$ cat config.mk
export PLATFORM = sky130hd
export DESIGN_NAME = oam_dma
export DESIGN_NICKNAME = d
export VERILOG_FILES = /design/src/rtl/oam_dma.sv
export SDC_FILE = /design/constraint.sdc
export NUM_CORES = 1
export LEC_CHECK = 0
export BUFFER_PORTS_ARGS = -buffer_cell sky130_fd_sc_hd__buf_4
export CORE_AREA = 2 2 69 71
export CTS_CLUSTER_DIAMETER = 200
export DETAILED_ROUTE_END_ITERATION = 8
export DIE_AREA = 0 0 71 73
export HOLD_SLACK_MARGIN = 0.1
export PLACE_DENSITY = 0.8
export SYNTH_ARGS = -nofsm -noshare
export SYNTH_HDL_FRONTEND = slang
export SYNTH_SLANG_ARGS = --single-unit
$ cat constraint.sdc
create_clock -name iClock -period 1.9 [get_ports iClock]
set_input_delay 0.19 -clock iClock [delete_from_list [all_inputs] [get_ports iClock]]
set_output_delay 0.19 -clock iClock [all_outputs]
set_load 0.005 [all_outputs]
$ cat src/rtl/oam_dma.sv
// OAM DMA engine: snoops CPU writes to 0xFF46 and copies LENGTH bytes from the
// selected source page into sprite attribute memory, owning the source read port.
module oam_dma #(
    parameter int unsigned LENGTH      = 160,
    parameter int unsigned START_DELAY = 1
) (
    input  logic        iClock,
    input  logic        iReset,
    input  logic        iCpuWe,
    input  logic [15:0] iCpuAddr,
    input  logic [7:0]  iCpuData,
    output logic [7:0]  oDmaReg,
    output logic        oBusy,
    output logic        oMemRe,
    output logic [15:0] oMemAddr,
    input  logic [7:0]  iMemData,
    output logic        oOamWe,
    output logic [7:0]  oOamAddr,
    output logic [7:0]  oOamData,
    output logic        oDone
);

    localparam logic [15:0]  DMA_REG_ADDR = 16'hFF46;
    localparam logic [7:0]   LAST_IDX     = 8'(LENGTH - 1);
    localparam int unsigned  CNT_W        = (START_DELAY > 1) ? $clog2(START_DELAY) : 1;
    localparam logic [CNT_W-1:0] CNT_LOAD = CNT_W'(START_DELAY - 1);

    typedef enum logic [1:0] {
        S_IDLE,
        S_START,
        S_XFER,
        S_DRAIN
    } state_e;

    state_e             state_q,    state_d;
    logic [CNT_W-1:0]   cnt_q,      cnt_d;
    logic [7:0]         rd_idx_q,   rd_idx_d;
    logic [7:0]         dma_reg_q,  dma_reg_d;
    logic               busy_q,     busy_d;
    logic               mem_re_q,   mem_re_d;
    logic [15:0]        mem_addr_q, mem_addr_d;
    logic               oam_we_q,   oam_we_d;
    logic [7:0]         oam_addr_q, oam_addr_d;
    logic               done_q,     done_d;

    logic               trigger;
    logic [7:0]         src_page;

    // Pages above WRAM (echo, OAM, IO) alias back down by 0x20.
    assign trigger  = iCpuWe && (iCpuAddr == DMA_REG_ADDR);
    assign src_page = (dma_reg_q <= 8'hDF) ? dma_reg_q : (dma_reg_q - 8'h20);

    // Next state and next registered outputs; a trigger overrides every state.
    always_comb begin
        state_d    = state_q;
        cnt_d      = cnt_q;
        rd_idx_d   = rd_idx_q;
        dma_reg_d  = dma_reg_q;
        busy_d     = 1'b0;
        mem_re_d   = 1'b0;
        mem_addr_d = mem_addr_q;
        oam_we_d   = 1'b0;
        oam_addr_d = oam_addr_q;
        done_d     = 1'b0;

        if (trigger) begin
            dma_reg_d = iCpuData;
            state_d   = S_START;
            cnt_d     = CNT_LOAD;
            rd_idx_d  = 8'h00;
            busy_d    = 1'b1;
        end else begin
            unique case (state_q)
                S_IDLE: begin
                    state_d = S_IDLE;
                end
                S_START: begin
                    busy_d = 1'b1;
                    if (cnt_q == '0) begin
                        state_d    = S_XFER;
                        rd_idx_d   = 8'h00;
                        mem_re_d   = 1'b1;
                        mem_addr_d = {src_page, 8'h00};
                    end else begin
                        cnt_d = cnt_q - CNT_W'(1);
                    end
                end
                S_XFER: begin
                    // The byte read this cycle lands in OAM next cycle.
                    busy_d     = 1'b1;
                    oam_we_d   = 1'b1;
                    oam_addr_d = rd_idx_q;
                    if (rd_idx_q == LAST_IDX) begin
                        state_d = S_DRAIN;
                        done_d  = 1'b1;
                    end else begin
                        rd_idx_d   = rd_idx_q + 8'd1;
                        mem_re_d   = 1'b1;
                        mem_addr_d = {src_page, rd_idx_q + 8'd1};
                    end
                end
                S_DRAIN: begin
                    state_d = S_IDLE;
                end
                default: begin
                    state_d = S_IDLE;
                end
            endcase
        end
    end

    always_ff @(posedge iClock) begin
        if (iReset) begin
            state_q    <= S_IDLE;
            cnt_q      <= '0;
            rd_idx_q   <= 8'h00;
            dma_reg_q  <= 8'h00;
            busy_q     <= 1'b0;
            mem_re_q   <= 1'b0;
            mem_addr_q <= 16'h0000;
            oam_we_q   <= 1'b0;
            oam_addr_q <= 8'h00;
            done_q     <= 1'b0;
        end else begin
            state_q    <= state_d;
            cnt_q      <= cnt_d;
            rd_idx_q   <= rd_idx_d;
            dma_reg_q  <= dma_reg_d;
            busy_q     <= busy_d;
            mem_re_q   <= mem_re_d;
            mem_addr_q <= mem_addr_d;
            oam_we_q   <= oam_we_d;
            oam_addr_q <= oam_addr_d;
            done_q     <= done_d;
        end
    end

    assign oDmaReg  = dma_reg_q;
    assign oBusy    = busy_q;
    assign oMemRe   = mem_re_q;
    assign oMemAddr = mem_addr_q;
    assign oOamWe   = oam_we_q;
    assign oOamAddr = oam_addr_q;
    assign oDone    = done_q;
    // Source RAM data arrives in the write cycle itself, so it passes straight through.
    assign oOamData = oam_we_q ? iMemData : 8'h00;

endmodule

[Word-level counts from Yosys, hierarchy flattened]
Index checks and enable logic that the tools add are counted.
Cells by class
  reduce and logical (&&, ||, !) cells: 12
  muxes and demuxes: 20
  add/sub/neg operators: 3
  equality and inequality tests: 10
  $lt $le $gt $ge: 1
  bitwise operators: 2
Operator list (number)
  $mux W16: 2
  $mux W8: 4
  $pmux W16 S2: 1
  $eq A16 B16 Y1 const B: 1
  $pmux W8 S2: 1
  $add A8 B1 Y8 const B: 1
  $eq A8 B8 Y1 const B: 1
  $le A8 B8 Y1 const B: 1
  $mux W1: 8
  $sub A8 B6 Y8 const B: 1
  $ne A2 B2 Y1 const B: 3
  $ne A3 B3 Y1 const B: 2
  $pmux W2 S3: 1
  $reduce_and A2 Y1: 3
  $reduce_or A2 Y1: 3
  $eq A2 B2 Y1 const B: 2
  $mux W2: 2
  $reduce_and A4 Y1: 1
  $reduce_and A3 Y1: 1
  $reduce_or A3 Y1: 1
  $eq A2 B1 Y1 const B: 1
  $logic_not A2 Y1: 1
  $not A1 Y1: 2
  $pmux W1 S2: 1
  3 further kinds: 3
Word-level totals
  register bits after elaboration: 47
  output and inout port bits: 44

[Longest topological paths before layout]
Gate-level depths: netlist of run 1.
  word-level depth: 4
  depth in mapped cells: 8
  gate-level depth less buffers: 6

[Least setup slack after synthesis of run 1]
OpenSTA, ideal clock, no wires.
  kind: register to register
  start point: register rd_idx_q[0]
  end point: register mem_addr_q[14], in the netlist oMemAddr[14]
  library setup time: 0.070 ns
  arrival time: 1.580 ns
  data required time: 1.830 ns
  clock period less this slack: 1.650 ns
  slack: 0.250 ns
  cell stages (with the launch flop): 7
  cell sequence: dfxtp_1 > ha_1 > and4_4 > a41oi_4 > o21ai_4 > a311o_1 > a21oi_1
On the way
  longest elaborated chain between the ends: 3
Ends and longest elaborated chain
  start: declaration: line 37  | logic [7:0] rd_idx_q, rd_idx_d;
  start signal: assignment: line 127  | rd_idx_q <= rd_idx_d;
  $eq A8 B8 Y1: line 93  | if (rd_idx_q == LAST_IDX) begin
  $ne A2 B2 Y1 (no source line)
  $reduce_and A4 Y1 (no source line)
  end signal: assignment: line 131  | mem_addr_q <= mem_addr_d;
  end: declaration: line 41  | logic [15:0] mem_addr_q, mem_addr_d;
Every way passes these cells.
A chain may end at the register's enable or synchronous reset.

[Worst setup path in the final report of run 1]
  start point: register rd_idx_q[1]
  end point: register rd_idx_q[2]
On the way
  longest elaborated chain between the ends: 3
  elaborated cells between the ends (all ways): 6
  those cells by class: add/sub: 1; eq/ne: 2; mux: 2; reduce/logical: 1
Ends and longest elaborated chain (line)
  $add A8 B1 Y8 / $eq A8 B8 Y1 (equally long branches): 97, 93
  $mux W8 / $ne A2 B2 Y1 (equally long branches)
  $pmux W8 S2 / $reduce_and A3 Y1 (equally long branches)
Several ways; a longest one is shown, not always the timed one. The select of a mux whose other input is x is not followed.

==> results of run 1 <==
cells in the mapped netlist (all sizes together):
cell,instances,share of area
a21oi,20,0.051
buf,11,0.036
mux2i,25,0.12
and4bb,2,0.012
inv,5,0.0092
or3,1,0.0031
clkbuf,5,0.0092
nor3,1,0.0024
and3,1,0.0031
nand2b,4,0.012
nand4,3,0.012
or4,1,0.0037
ha,4,0.024
a311o,1,0.0049
nand4b,1,0.0043
nand3,15,0.037
a211o,1,0.0043
o21ai,4,0.021
and4,2,0.0098
nor2,31,0.057
xor2,2,0.0086
and2,9,0.028
nor2b,2,0.0061
a41oi,1,0.013
o31ai,1,0.0037
xnor2,1,0.0043
and4b,1,0.0049
nand2,21,0.039
a211oi,1,0.0037
dfxtp,46,0.45
state kept, by name, indices dropped and copies added (netlist names):
name / count
oMemAddr: 16
oBusy: 1
rd_idx_q: 8
oOamAddr: 8
oDone: 1
oDmaReg: 8
oMemRe: 1
oOamWe: 1
state_q: 2
tightest hold or removal path, cell delays in order:
cell and delay (ps):
buf_4 80, mux2i_1 50, nor2_1 70
kinds of logic after synthesis:
family,Yosys count
and+or+nand+nor,95
DFF,46
AOI/OAI and AO/OA,29
muxes,25
buffers and inverters,21
adders and majority gates,4
xor gates and xnor gates,3
cell type report:
class	count	area, µm²
Tap cell	54	67.6
Timing Repair Buffer	85	638
Fill cell	406	1790
Sequential cell	46	921
Clock buffer	5	68.8
Multi-Input combinational cell	156	1010
Clock inverter	3	21.3
Inverter	5	18.8
metal layers:
metal,GRT usage,vias to the layer above,part of all wire
met3,0.0552,6,0.068
li1,-,908,-
met2,0.318,59,0.50
met1,0.222,837,0.42
met4,0.0734,0,0.012
met5,0,-,0
power breakdown:
group / internal (W) / total (W) / switching [W] / leakage, nW
clock network: 0.000259 / 0.000596 / 0.000338 / 0.0441
logic: 0.0000992 / 0.000197 / 0.0000980 / 0.857
registers: 0.000969 / 0.000973 / 0.00000449 / 0.370
per-stage QoR:
stage,utilization,setup WS (ps)
after global routing,0.606,30.5
final,0.606,139
after CTS,0.606,142
after floorplan,-,250
after detailed placement,0.586,153
after global placement,0.586,246
final timing paths:
path                                                start                         to  cells past startpoint
worst max register to register   rd_idx_q[1]$_SDFFE_PP0P_   rd_idx_q[2]$_SDFFE_PP0P_                      6
worst max-delay path             rd_idx_q[1]$_SDFFE_PP0P_   rd_idx_q[2]$_SDFFE_PP0P_                      6
worst min register to register  oMemAddr[13]$_SDFFE_PP0P_  oMemAddr[13]$_SDFFE_PP0P_                      2
worst min-delay path                          iCpuData[6]    oDmaReg[6]$_SDFFE_PP0P_                      3
==> metrics.txt, run 1 <==
outcome finished clean; Fmax between 500 and 600 MHz; post-DR vias/cell about 5.1; root buf cell clkbuf_8; min Tclk post-route between 1500 and 2000 ps; final setup fails 0; CP max stage delay 360 ps; H-tree depth 2; Post-Synthesis Cells 223; Yosys warning count 0; first-pass GRT wire length 7660 µm; Arr. time, crit path roughly 1900 ps; fin. max-slew vios 0; mux contribution to synthesized area 0.122; num ports roughly 80; Worst-Margin Slew 452 ps; Placed Cells approximately 350; DRT Pass-1 Iters 4; initial antenna violation count 0; kind of critical path flip-flop to flip-flop; largest net degree at the start of global routing 21; routed length per instance around 13 µm; Required @ worst endpoint ~2100 ps; Die Width just over 70 µm; unrepaired setup endpoints after global routing no; Residual DRC 0; fin nets between 300 and 400; CTS Hold Buffers Added 0; Hold WS ~110 ps; post-synthesis compound-gate area fraction 0.102; Die ar. about 0.0052 mm²; commonest non-fill, non-tap cells in the layout buf_4 (85), dfxtp_1 (46), nor2_1 (31); clk buf depth 2; final instance area about 0.0027 mm²; Worst Path Buf+Inv 1; Max Cap Viol 0; final std cells w/o fill between 300 and 400; vias in the first global route approximately 1700; Initial Util 0.450; Final ANT Viol Nets 0; P per Cell Area ~640 mW/mm²; CP Cell Sequence ha_1, and4_4, a41oi_4, buf_4, mux2i_1, nor2_1; grt ovf 0; Adder-Cell Fraction of Synth Area 0.0245; post-route setup TNS 0 ps; Port Buffer Count 78; delay-heaviest family, CP flip-flops; leakage power approximately 1.3 nW; Tcrit/Tclk final 0.927; leading cell type in the layout, fill and taps excluded buf_4; CTS tree done; area delta synth->final 34.5%; Max stage delay cell, worst path dfxtp_1; Synth Area per Inst 9.16 µm²; Worst R2R Setup Slack 140 ps; Setup Buffers After CTS 0; total track usage 0.187; #FFs+latches synth 46; gpl congestion around 0.82; later-pin clock latency in the skew report approximately 300 ps; DP HPWL 3650 µm; Peak VDD IR about 0.44 mV; post-synthesis sequential area ratio 0.451; DR iter-0 viols 72; Post-Synth XOR/XNOR Area 0.0129; Power, Total ~0.0018 W; clk_skew 4.42 ps; total CTS buffers 5; max_slew headroom 0.699; CP endpoint kind flip-flop; DR vias 1810; Antenna diodes 0; mapped cell area 0.00204 mm²; Core ar. between 0.004 and 0.005 mm²; routed wire length roughly 4800 µm; Die Span Y 73 µm; number of placement rows 25; main combinational cell family by area after synthesis simple AND/OR/NAND/NOR gates; clock-pin slew on the worst setup and hold paths ~90 ps; simple-gate area share of the yosys netlist 0.234; Placed Area between 0.002 and 0.003 mm²; startpoint types flip-flop; post-cts sizing count 0; Syn Nets between 200 and 300; worst-path fanout max 20; min-delay worst type primary input to flip-flop; share of layout cells above drive strength 1 0.333; Sink Count between 40 and 50; Distinct cells, synth 38; final hold vios 0
(Power assumes the default switching activity.)
==> run 2: changes to the inputs <==
--- a/config.mk
+++ b/config.mk
@@ -6,12 +6,12 @@
 export NUM_CORES = 1
 export LEC_CHECK = 0
 export BUFFER_PORTS_ARGS = -buffer_cell sky130_fd_sc_hd__buf_4
-export CORE_AREA = 2 2 69 71
+export CORE_AREA = 2 2 63 77
 export CTS_CLUSTER_DIAMETER = 200
 export DETAILED_ROUTE_END_ITERATION = 8
-export DIE_AREA = 0 0 71 73
+export DIE_AREA = 0 0 65 79
 export HOLD_SLACK_MARGIN = 0.1
-export PLACE_DENSITY = 0.8
+export PLACE_DENSITY = 0.81
 export SYNTH_ARGS = -nofsm -noshare
 export SYNTH_HDL_FRONTEND = slang
 export SYNTH_SLANG_ARGS = --single-unit
==> metrics.txt, run 2 (synthesis results as in run 1) <==
grt ovf 0 (unchanged); worst-path fanout max 20 (unchanged); clk buf depth 2 (unchanged); clk_skew 6.03 ps (+1.60 ps); Worst-Margin Slew 439 ps (-12.2 ps); DR iter-0 viols 66 (-8.3%); share of layout cells above drive strength 1 0.338 (+0.00437); Required @ worst endpoint 2080 ps (about the same); Die Span Y 79 µm (+8.2%); num ports 79 (unchanged); area delta synth->final 36.3%; Core ar. 0.00443 mm² (-2.4%); clock-pin slew on the worst setup and hold paths 80 ps (about the same); Max Cap Viol 0 (unchanged); Arr. time, crit path 1920 ps (-20 ps); gpl congestion 0.776 (-4.9%); Die Width 65 µm (-8.5%); Setup WS post-layout 157 ps (+18.3 ps); first-pass GRT wire length 7820 µm (+2.2%); root buf cell clkbuf_8; number of placement rows 27 (+8.0%); outcome finished clean; Peak VDD IR 0.443 mV (+0.41%); CP endpoint kind flip-flop; initial antenna violation count 0 (unchanged); max reg flops 16 (unchanged); Antenna diodes 0 (unchanged); total CTS buffers 5 (unchanged); DRT Pass-1 Iters 4 (unchanged); final hold vios 0 (unchanged); fillcell total 387 (-4.7%); unrepaired setup endpoints after global routing no; Port Buffer Count 78 (unchanged); fin nets 344 (+1.8%); post-DR vias/cell 5.07 (-0.86%); leakage power 1.29 nW (+1.7%); vias in the first global route 1793 (+4.1%); Residual DRC 0 (unchanged); min Tclk post-route 1740 ps (-18.3 ps); CTS Hold Buffers Added 0 (unchanged); Die ar. 0.00514 mm² (-0.93%); routed wire length 4670 µm (-2.1%); H-tree depth 2 (unchanged); Tcrit/Tclk final 0.917 (-0.00962); routed length per instance 12.9 µm (-4.5%); max_slew headroom 0.707 (+0.00815); Initial Util 0.462 (+0.0112); DR vias 1840 (+1.7%); Final ANT Viol Nets 0 (unchanged); leading cell type in the layout, fill and taps excluded buf_4; final setup fails 0 (unchanged); post-route setup TNS 0 ps (unchanged); Fmax 574 MHz (+1.0%); total track usage 0.194 (+0.00707); fin. max-slew vios 0 (unchanged); Sink Count 46 (unchanged); commonest non-fill, non-tap cells in the layout buf_4 (91), dfxtp_1 (46), nor2_1 (31); kind of critical path flip-flop to flip-flop; Setup WS pre-CTS 107 ps (-45.5 ps); later-pin clock latency in the skew report 300 ps (about the same); startpoint types flip-flop; min-delay worst type primary input to flip-flop; DP HPWL 3550 µm (-2.5%); P per Cell Area 624 mW/mm² (-3.0%); CTS tree done; largest net degree at the start of global routing 22 (+4.8%)
## run 2: per-stage QoR
stage / power [W] / instance area [µm²] / hold WS (ps) / cells / util
3_3_place_gp: 0.00119 / 2680 / 420 / 352 / 0.605
3_5_place_dp: 0.00119 / 2680 / 428 / 352 / 0.605
6_report: 0.00174 / 2780 / 125 / 363 / 0.629
2_1_floorplan: 0.00110 / 2040 / 334 / 223 / -
4_1_cts: 0.00173 / 2750 / 123 / 359 / 0.622
5_1_grt: 0.00180 / 2780 / 156 / 363 / 0.629
## run 2: path summary, 6_finish.rpt
check                       startpoint                        end  slack, ps  depth (start not counted)
min reg2reg  oMemAddr[11]$_SDFFE_PP0P_  oMemAddr[11]$_SDFFE_PP0P_        460                          2
min                        iCpuData[0]    oDmaReg[0]$_SDFFE_PP0P_        120                          3
max            state_q[0]$_SDFFE_PP0P_   rd_idx_q[4]$_SDFFE_PP0P_        160                          6
max reg2reg    state_q[0]$_SDFFE_PP0P_   rd_idx_q[4]$_SDFFE_PP0P_        160                          6
## run 2: routing by layer
layer  vias up  global-route usage  part of all wire  routed length, µm
li1        919                   -                 -                  -
met1       860               0.230              0.42               1950
met2        57               0.331              0.51               2390
met3         4              0.0425             0.058                270
met4         0              0.0872             0.013                 62
met5         -                   0                 0                  0
## run 2: area by class of cell
type                            instances  area [µm²]  area share
Multi-Input combinational cell        156        1010       0.364
Sequential cell                        46         921       0.331
Timing Repair Buffer                   91         683       0.245
Clock buffer                            7        76.3      0.0274
Tap cell                               58        72.6      0.0261
Inverter                                5        18.8     0.00674
## run 2: report_power, final
part	switching, W	internal, W
logic	0.0000995	0.000109
registers	0.00000437	0.000969
clock network	0.000301	0.000253
total	0.000405	0.00133
## run 2: worst max-delay path, cell delays in order (launching register included)
cell     delay [ps]
dfxtp_1         360
inv_1            50
ha_1            400
a41oi_4         250
buf_4           300
mux2i_1         210
nor2_1           50
## run 2: timing repair
action | in CTS | in global routing
endpoints found under the setup margin | 0 | 4
buffers inserted | 0 | 4
gates resized for setup | 0 | 0
==> run 3: changes to the inputs <==
--- a/config.mk
+++ b/config.mk
@@ -5,7 +5,7 @@
 export SDC_FILE = /design/constraint.sdc
 export NUM_CORES = 1
 export LEC_CHECK = 0
-export BUFFER_PORTS_ARGS = -buffer_cell sky130_fd_sc_hd__buf_4
+export BUFFER_PORTS_ARGS = -buffer_cell sky130_fd_sc_hd__buf_2
 export CORE_AREA = 2 2 63 77
 export CTS_CLUSTER_DIAMETER = 200
 export DETAILED_ROUTE_END_ITERATION = 8
==> metrics.txt, run 3 (synthesis results as in run 1) <==
leakage power 1.25 nW (-3.3%); Net Sw Power 0.000418 W (+3.1%); routed length per instance 12.3 µm (-4.1%); post-route setup TNS 0 ps (unchanged); startpoint types flip-flop; Initial Util 0.462 (unchanged); Residual DRC 0 (unchanged); Comb power frac 0.097 (-0.023); Placed Area 0.00247 mm² (-7.9%); first-pass GRT wire length 7240 µm (-7.5%); Antenna diodes 0 (unchanged); Seq pwr share 0.554 (-0.006); post-cts sizing count 0 (unchanged); Die ar. 0.00514 mm² (unchanged); Worst R2R Setup Slack 130 ps (-30 ps); H-tree depth 2 (unchanged); clk_skew 6.12 ps (+0.0864 ps); largest net degree at the start of global routing 21 (-4.5%); Setup WS pre-CTS 165 ps (+58.3 ps); Critical Path End rd_idx_q[3]$_SDFFE_PP0P_; area delta synth->final 25.4%; CTS Hold Buffers Added 0 (unchanged); clk buf depth 2 (unchanged); P per Cell Area 685 mW/mm² (+9.8%); routed wire length 4420 µm (-5.4%); fin nets 338 (-1.7%); Reg2Reg Depth 6 (unchanged); max_slew headroom 0.709 (+0.00226); crit path from rd_idx_q[1]$_SDFFE_PP0P_; final setup fails 0 (unchanged); Fmax 566 MHz (-1.4%); final hold vios 0 (unchanged); DRT Pass-1 Iters 4 (unchanged); DR iter-0 viols 35 (-47%); Sink Count 46 (unchanged); Tcrit/Tclk final 0.931 (+0.0134); Port Buffer Count 78 (unchanged); R2R Path Start rd_idx_q[1]$_SDFFE_PP0P_; min-delay worst type primary input to flip-flop; Peak VDD IR 0.409 mV (-7.7%); num ports 79 (unchanged); Core ar. 0.00443 mm² (unchanged); CP max stage delay 360 ps (-40 ps); outcome finished clean; unrepaired setup endpoints after global routing no; fillcell total 395 (+2.1%); Required @ worst endpoint 2070 ps (about the same); Setup Buffers After CTS 0 (unchanged); grt ovf 0 (unchanged); max reg flops 16 (unchanged); initial antenna violation count 0 (unchanged); later-pin clock latency in the skew report 290 ps (about the same); total track usage 0.179 (-0.0146); Die Width 65 µm (unchanged); Power, Total 0.00175 W (+1.0%); Arr. time, crit path 1940 ps (+20 ps); Max Cap Viol 0 (unchanged); total CTS buffers 5 (unchanged); min Tclk post-route 1770 ps (+25.4 ps); worst-path fanout max 20 (unchanged); CP endpoint kind flip-flop; gpl congestion 0.778 (+0.28%); vias in the first global route 1681 (-6.2%); Max stage delay cell, worst path dfxtp_1; Pint 0.00134 W (+0.39%); CP Cell Sequence ha_1, and4_4, a41oi_4, buf_4, mux2i_1, nor2_1; Setup WS post-layout 132 ps (-25.4 ps); leading cell type in the layout, fill and taps excluded buf_2; CTS tree done; fin. max-slew vios 0 (unchanged); final core occ 0.579 (-0.0500); sw frac 0.238 (+0.00483); clock-pin slew on the worst setup and hold paths 80 ps (about the same); share of layout cells above drive strength 1 0.333 (-0.00437); final instance area 0.00256 mm² (-8.0%); DP HPWL 3350 µm (-5.8%); kind of critical path flip-flop to flip-flop; post-DR vias/cell 5.10 (+0.57%); reg2reg end rd_idx_q[3]$_SDFFE_PP0P_; Worst-Margin Slew 436 ps (-3.38 ps); root buf cell clkbuf_8; commonest non-fill, non-tap cells in the layout buf_2 (78), dfxtp_1 (46), nor2_1 (31); DR vias 1825 (-0.82%); Clk network pwr share 0.349 (+0.030); Final ANT Viol Nets 0 (unchanged); number of placement rows 27 (unchanged); Die Span Y 79 µm (unchanged)
[run 3: metal layers]
layer  share of wire  GRT usage
met3           0.052     0.0411
met5               0          0
met4           0.017     0.0745
met2            0.48      0.309
met1            0.45      0.211
[run 3: stage by stage]
step                      instances  hold slack (ps)
after floorplan                 223              334
after global placement          350              419
after detailed placement        350              427
after CTS                       358              117
after global routing            358              133
final                           358              123
[run 3: worst min-delay path by stage]
stage | depth (start not counted) | from | to
after global placement | 3 | iCpuData[0] | oDmaReg[0]$_SDFFE_PP0P_
final | 3 | iCpuData[3] | oDmaReg[3]$_SDFFE_PP0P_
after detailed placement | 3 | iCpuData[3] | oDmaReg[3]$_SDFFE_PP0P_
after floorplan | 2 | iCpuData[0] | oDmaReg[0]$_SDFFE_PP0P_
after CTS | 3 | iCpuData[3] | oDmaReg[3]$_SDFFE_PP0P_
after global routing | 3 | iCpuData[0] | oDmaReg[0]$_SDFFE_PP0P_
[run 3: power by group through the flow]
stage                     combinational [W]  clock, W  sequential (W)
after CTS                          0.000172  0.000625        0.000973
after global placement             0.000168         0        0.000996
after floorplan                    0.000108         0        0.000996
after detailed placement           0.000171         0        0.000996
after global routing               0.000187  0.000668        0.000974
final                              0.000170  0.000612        0.000973
[run 3: area by class of cell]
cell class	instances	area, µm²	share of cell area
inverters	5	18.8	0.00732
repair buffers	85	443	0.173
clock inverters	2	12.5	0.00488
flip-flops and latches	46	921	0.359
multi-input cells	156	1010	0.395
clock buffers	6	82.6	0.0322
well taps	58	72.6	0.0283
[run 3: critical path: cells and delay by family, from the launching register on]
| family | cells | cell delay [ps] |
|---|---|---|
| fa+ha+maj | 1 | 230 |
| compound gates | 1 | 250 |
| simple gates | 2 | 270 |
| buf+inv | 1 | 300 |
| flops | 1 | 360 |
| mux | 1 | 230 |
